--- src/rtl/alu_shift_pipe.sv ---
// Pipelined log barrel shifter for the ALU shift/rotate path (ROR/ROL/LSR/LSL/ASR, valid/ready).
// Optional carry/zero flags are built when ALU_SHIFT_FLAGS_EN is defined.
module alu_shift_pipe #(
    parameter int WIDTH = 16,
    parameter int SHW   = $clog2(WIDTH)
) (
    input  logic             clk,
    input  logic             reset_n,
    input  logic             in_valid,
    output logic             in_ready,
    input  logic [2:0]       op,
    input  logic [WIDTH-1:0] operand1,
    input  logic [SHW-1:0]   amount,
    output logic             out_valid,
    input  logic             out_ready,
    output logic [WIDTH-1:0] dout
`ifdef ALU_SHIFT_FLAGS_EN
    ,
    output logic             flag_c,
    output logic             flag_z
`endif
);

    localparam logic [2:0] OP_ROR = 3'b000;
    localparam logic [2:0] OP_ROL = 3'b001;
    localparam logic [2:0] OP_LSR = 3'b010;
    localparam logic [2:0] OP_LSL = 3'b011;
    localparam logic [2:0] OP_ASR = 3'b100;

    logic             advance;
    logic             init_q;

    logic             vld_q  [SHW];
    logic [WIDTH-1:0] data_q [SHW];
    logic [2:0]       op_q   [SHW];
    logic [SHW-1:0]   amt_q  [SHW];
    logic             sgn_q  [SHW];
    logic [WIDTH-1:0] step_data [SHW];

    logic             out_valid_q;
    logic [WIDTH-1:0] dout_q;

`ifdef ALU_SHIFT_FLAGS_EN
    logic             carry_q    [SHW];
    logic             step_carry [SHW];
    logic             flag_c_q;
    logic             flag_z_q;
`endif

    // Whole pipe moves together; it only holds when the result is waiting on downstream.
    assign advance   = !out_valid_q || out_ready;
    assign in_ready  = advance && init_q;
    assign out_valid = out_valid_q;
    assign dout      = dout_q;
`ifdef ALU_SHIFT_FLAGS_EN
    assign flag_c    = flag_c_q;
    assign flag_z    = flag_z_q;
`endif

    function automatic logic [WIDTH-1:0] shift_step(
        input logic [WIDTH-1:0] x,
        input logic [2:0]       op_v,
        input logic             sgn,
        input int               s
    );
        logic [WIDTH-1:0] fill;
        fill = sgn ? ~({WIDTH{1'b1}} >> s) : '0;
        case (op_v)
            OP_ROR:  return (x >> s) | (x << (WIDTH - s));
            OP_ROL:  return (x << s) | (x >> (WIDTH - s));
            OP_LSR:  return x >> s;
            OP_LSL:  return x << s;
            OP_ASR:  return (x >> s) | fill;
            default: return x;
        endcase
    endfunction

    // Carry is the last bit to leave the word, so each applied step overwrites it.
    function automatic logic carry_step(
        input logic [WIDTH-1:0] x,
        input logic [WIDTH-1:0] res,
        input logic [2:0]       op_v,
        input int               s,
        input logic             cin
    );
        logic [WIDTH-1:0] t;
        t = '0;
        case (op_v)
            OP_ROR: return res[WIDTH-1];
            OP_ROL: return res[0];
            OP_LSR, OP_ASR: begin
                t = x >> (s - 1);
                return t[0];
            end
            OP_LSL: begin
                t = x >> (WIDTH - s);
                return t[0];
            end
            default: return cin;
        endcase
    endfunction

`ifdef ALU_SHIFT_FLAGS_EN
    always_comb begin
        for (int j = 0; j < SHW; j++) begin
            step_data[j]  = data_q[j];
            step_carry[j] = carry_q[j];
            if (amt_q[j][0]) begin
                step_data[j]  = shift_step(data_q[j], op_q[j], sgn_q[j], 1 << j);
                step_carry[j] = carry_step(data_q[j], step_data[j], op_q[j], 1 << j, carry_q[j]);
            end
        end
    end
`else
    always_comb begin
        for (int j = 0; j < SHW; j++) begin
            step_data[j] = data_q[j];
            if (amt_q[j][0]) begin
                step_data[j] = shift_step(data_q[j], op_q[j], sgn_q[j], 1 << j);
            end
        end
    end
`endif

    // p0 captures the operand; stage j applies a 2^j shift when its remaining amount LSB is set.
    always_ff @(posedge clk) begin
        if (advance) begin
            data_q[0] <= operand1;
            op_q[0]   <= op;
            amt_q[0]  <= amount;
            sgn_q[0]  <= operand1[WIDTH-1];
`ifdef ALU_SHIFT_FLAGS_EN
            carry_q[0] <= 1'b0;
`endif
            for (int j = 1; j < SHW; j++) begin
                data_q[j] <= step_data[j-1];
                op_q[j]   <= op_q[j-1];
                amt_q[j]  <= amt_q[j-1] >> 1;
                sgn_q[j]  <= sgn_q[j-1];
`ifdef ALU_SHIFT_FLAGS_EN
                carry_q[j] <= step_carry[j-1];
`endif
            end
        end
    end

    // Output stage and control
    always_ff @(posedge clk or negedge reset_n) begin
        if (!reset_n) begin
            init_q      <= 1'b0;
            out_valid_q <= 1'b0;
            dout_q      <= '0;
            for (int j = 0; j < SHW; j++) begin
                vld_q[j] <= 1'b0;
            end
`ifdef ALU_SHIFT_FLAGS_EN
            flag_c_q <= 1'b0;
            flag_z_q <= 1'b0;
`endif
        end else begin
            init_q <= 1'b1;
            if (advance) begin
                vld_q[0] <= in_valid && init_q;
                for (int j = 1; j < SHW; j++) begin
                    vld_q[j] <= vld_q[j-1];
                end
                out_valid_q <= vld_q[SHW-1];
                if (vld_q[SHW-1]) begin
                    dout_q <= step_data[SHW-1];
`ifdef ALU_SHIFT_FLAGS_EN
                    flag_c_q <= step_carry[SHW-1];
                    flag_z_q <= (step_data[SHW-1] == '0);
`endif
                end
            end
        end
    end

endmodule

--- config.mk ---
export PLATFORM = sky130hd
export DESIGN_NAME = alu_shift_pipe
export DESIGN_NICKNAME = d
export VERILOG_FILES = /design/src/rtl/alu_shift_pipe.sv
export SDC_FILE = /design/constraint.sdc
export NUM_CORES = 1
export LEC_CHECK = 0
export ABC_AREA = 1
export BUFFER_PORTS_ARGS = -buffer_cell sky130_fd_sc_hd__buf_2
export CORE_MARGIN = 2
export CORE_UTILIZATION = 59
export DETAILED_ROUTE_END_ITERATION = 8
export PLACE_DENSITY = 0.81
export SLEW_MARGIN = 20
export SYNTH_ARGS = -nofsm -noshare
export SYNTH_HDL_FRONTEND = slang
export SYNTH_SLANG_ARGS = --single-unit
--- constraint.sdc ---
create_clock -name clk -period 3.5 [get_ports clk]
set_input_delay 0.525 -clock clk [delete_from_list [all_inputs] [get_ports clk]]
set_output_delay 0.525 -clock clk [all_outputs]
set_load 0.02 [all_outputs]
# --- Word-level counts from Yosys, hierarchy flattened ---
# Memory sizes are Yosys's and may differ from the RTL's.
# Index checks and enable logic that the tools add are counted.
totals:
  mem_bits_rw: 96
  output_inout_bits: 18
  word_cells: 62
  n_memories: 4
  register_bits: 22
op_classes:
  n_reduce_logical: 10
  eq_ne: 16
  bitwise: 11
  muxes: 14
mem_list:
  columns: ["memory", "depth", "word_bits", "rd", "rd_clocked_by_memory_dff", "wr", "line", "source"]
  rows:
  - ["data_q", 4, 16, 4, 0, 4, "34", "logic [WIDTH-1:0] data_q [SHW];"]
  - ["amt_q", 4, 4, 4, 0, 4, "36", "logic [SHW-1:0] amt_q [SHW];"]
  - ["op_q", 4, 3, 4, 0, 4, "35", "logic [2:0] op_q [SHW];"]
  - ["sgn_q", 4, 1, 4, 0, 4, "37", "logic sgn_q [SHW];"]
ops:
  columns: ["operator", "n"]
  rows:
  - ["16-bit case mux with 5 select lines", 3]
  - ["16-bit 2-to-1 mux", 8]
  - ["16-bit case mux with 4 select lines", 1]
  - ["12-bit by 16-bit bitwise OR with 16-bit output", 2]
  - ["14-bit by 16-bit bitwise OR with 16-bit output", 2]
  - ["15-bit by 16-bit bitwise OR with 16-bit output", 2]
  - ["3-bit by 2-bit equality test with 1-bit output, second input constant", 8]
  - ["16-bit by 1-bit bitwise OR with 16-bit output", 1]
  - ["16-bit by 2-bit bitwise OR with 16-bit output", 1]
  - ["16-bit by 4-bit bitwise OR with 16-bit output", 1]
  - ["16-bit by 8-bit bitwise OR with 16-bit output", 1]
  - ["8-bit by 16-bit bitwise OR with 16-bit output", 1]
  - ["3-bit by 1-bit equality test with 1-bit output, second input constant", 4]
  - ["3-bit equality test, second input constant", 4]
  - ["3-bit zero test", 4]
  - ["1-bit logical AND", 2]
  - ["1-bit 2-to-1 mux", 2]
  - ["2-bit AND reduction", 1]
  - ["2-bit OR reduction", 1]
  - ["1-bit zero test", 1]
  - ["1-bit logical OR", 1]

# --- Longest topological paths before layout ---
# An unclocked memory read counts as a cell.
logic_depth:
  word_depth: 5
  depth_mapped: 8
  mapped_depth_nobuf: 7

# --- Worst setup path before layout ---
# OpenSTA, ideal clock, no wires.
synth_path:
  path_kind: "register -> register"
  start: "register out_valid_q, in the netlist out_valid"
  end: "memory amt_q[0][0] (netlist bit) (enable)"
  setup_slack_ns: 0.634
  arrival_ns: 2.420
  path_stages_with_launch: 4
  setup_ns: 0.446
  cell_sequence: "dfrtp_1 inv_1 nor2_4 inv_1"
synth_lines:
  columns: ["item", "line", "source"]
  rows:
  - ["start: declaration", "40", "logic out_valid_q;"]
  - ["start signal: assignment", "167", "out_valid_q <= vld_q[SHW-1];"]
  - ["end: declaration", "36", null]

==> metrics.txt <==
count of final setup violators 0; most common cell after layout, fill and taps aside nor2_1; Final ANT Viol Nets 0; drt initial violations between 150 and 200; GRT overflow 0; Worst VDD drop 367 uV; final HPWL from detailed placement between 6000 and 7000 um; complex-gate fraction of the synthesized area 8.30%; RSZ-0062 raised after global routing false; Ys Warns 0; NumNets Final approximately 640; setup TNS 0 ns; skew final 0.00954 ns; vias in the first global route 3,634; commonest non-fill, non-tap cells in the layout nor2_1 (130), nand2_1 (120), edfxtp_1 (89); Die Y-Extent 97.8 um; I/O pin cnt 45; routed wire length approximately 9000 um; row count 34; Residual DRC 0; crit start category register; PwrDens 861 mW/mm^2; post-synthesis mux area share 0%; gr busiest metal met2; initial antenna violation count 0; HP Class input port to asynchronous set/reset pin; XOR/XNOR Fraction of Synth Area 0%; Clock Latency Late Sink ~0.37 ns; met2 Use GR a little under two fifths; layout cell share with drive strength beyond 1 12.4%; largest net degree at the start of global routing 39; Area Growth Syn to Fin 8.87%; ANT cells 0; per-cell routed wire length roughly 13 um; Die X-Extent ~98 um; Setup CP Type register to register; clock root cell clkbuf_8; Critical Path, Cell by Cell inv_1 > nor2_4 > clkinv_2 > buf_4; max-cap violation count 0; arrival time at the worst endpoint roughly 1.9 ns; fin util 65.4%; main combinational cell family by area after synthesis simple AND/OR/NAND/NOR gates; cell taking the most area after synthesis edfxtp_1; synth unique cells 23; post-CTS setup buffers 0; Tcrit/Tclk final between 50% and 60%; TritonCTS Buffers 9; slew at the pin closest to its max-slew limit 0.645 ns; Post-Syn Area ~0.0052 sq mm; gr usage total between 10% and 20%; max-slew violation count 0; simple-gate share of the synthesized area approximately 22%; Mapped Nets 592; via count 3,819; Avg Cell Area, Syn 9.18 sq um; fmax ~0.55 GHz; Crit path required time 3.59 ns; crit end category register; met3 usage 3.87%; top-area cell type share of the netlist area roughly 50%; Placer Congestion roughly 1; Initial Util roughly three fifths; Worst Path Max Fanout 38; Total Die Area 0.00956 sq mm; H-tree depth 3; Post-CTS Resized 0; PortBufs between 40 and 50; Synth Area in Adders 0%; post-synthesis instance total 565; hold_buf cts 0; CP max stage cell buf_4; Max Buffers Root-to-Sink 2; first-pass GRT wire length approximately 15,000 um; Vias per Instance 5.30; GRT met1 Usage around 21%; status complete, no violations; clock tree sinks ~110; fillcell total about 680; Seq/Total Area, Yosys between 60% and 70%; relative slew slack 57.0%; Final Hold Fails 0; P_leak ~2.6 nW; drt first pass iters 5; #FFs+latches synth roughly 110; Synth area leaders edfxtp_1 (52%), dfrtp_1 (11%), nor2_1 (9.4%), nand2_1 (8.7%), inv_1 (5.4%); Max stage delay on crit path 0.45 ns; clock slew at reported path FFs around 0.10 ns; Core Region around 0.0086 sq mm; Min Clock Period, post-route 1.82 ns; CTS tree yes
## final timing paths
| check | from | endpoint | slack (ns) | cells past startpoint |
|---|---|---|---|---|
| setup / recovery | out_valid$_DFFE_PN0N_ | data_q[1][0]$_DFFE_PN_ | 1.68 | 4 |
| hold / removal | reset_n | dout[7]$_DFFE_PN0P_ | 0.1 | 1 |
| setup reg to reg | out_valid$_DFFE_PN0N_ | data_q[1][0]$_DFFE_PN_ | 1.68 | 4 |
| hold reg to reg | amt_q[0][2]$_DFFE_PN_ | amt_q[1][1]$_DFFE_PN_ | 0.43 | 0 |
| max in group asynchronous | reset_n | dout[3]$_DFFE_PN0P_ | 3.06 | 1 |
| min in group clk | operand1[3] | data_q[0][3]$_DFFE_PN_ | 0.32 | 1 |
## metrics by stage
stage | power [mW] | instance area, sq um | setup slack (ns) | hold WS (ns) | instances
floorplan | 3.75 | 5190 | 0.634 | 0.229 | 565
global placement | 4.10 | 5480 | 1.44 | 0.404 | 705
detailed placement | 4.19 | 5480 | 1.40 | 0.405 | 705
CTS | 4.86 | 5650 | 1.63 | 0.112 | 721
global route | 5.20 | 5650 | 1.50 | 0.132 | 721
finish | 4.87 | 5650 | 1.68 | 0.0994 | 721
## Yosys cell counts
library cell    n
nor2_1        130
nand2_1       120
edfxtp_1       89
inv_1          75
a21oi_1        37
nand3_1        26
dfrtp_1        22
o21ai_0        17
o22ai_1        15
buf_2           8
buf_4           6
inv_2           5
nor2_4          3
nor2_2          2
o21ai_4         2
a21oi_2         1
a22o_1          1
conb_1          1
nand4_1         1
nor2_8          1
nor3_1          1
o21a_1          1
o21ai_2         1
## critical path: cells and delay by family, from the launching register on
family,cells,cell delay [ns]
buffers and inverters,3,0.96
DFF,1,0.36
and+or+nand+nor,1,0.21
## flip-flops by register name, indices dropped and copies added (netlist names)
name       flops
amt_q         10
data_q        64
op_q          12
init_q         1
sgn_q          3
out_valid      1
dout          16
vld_q          4
## report_power, final
part	switching (mW)	internal, mW	total, mW
logic	1.19	0.560	1.75
registers	0.319	2.11	2.43
clock network	0.421	0.263	0.684
total	1.93	2.94	4.87
## per-layer routing
layer,up-vias,wire (um)
li1,1904,-
met1,1740,3620
met2,152,4960
met3,23,439
met4,0,249
met5,-,0
## logic make-up (layout without fill, tap and decap cells)
logic type,count (synthesis),in the layout
AO/OA/AOI/OAI,75,75
other,1,1
flip-flops,111,111
buffers and inverters,94,142
AND/OR/NAND/NOR,284,284
## layout make-up
| type | instances | area (sq um) | area share, % |
|---|---|---|---|
| multi-input cells | 360 | 1580 | 28.0 |
| clock inverters | 6 | 46.3 | 0.819 |
| clock buffers | 10 | 128 | 2.26 |
| flip-flops and latches | 111 | 3220 | 57.1 |
| repair buffers | 46 | 235 | 4.16 |
| well taps | 108 | 135 | 2.39 |
| inverters | 80 | 302 | 5.34 |
Power figures use the tool's default switching activity.
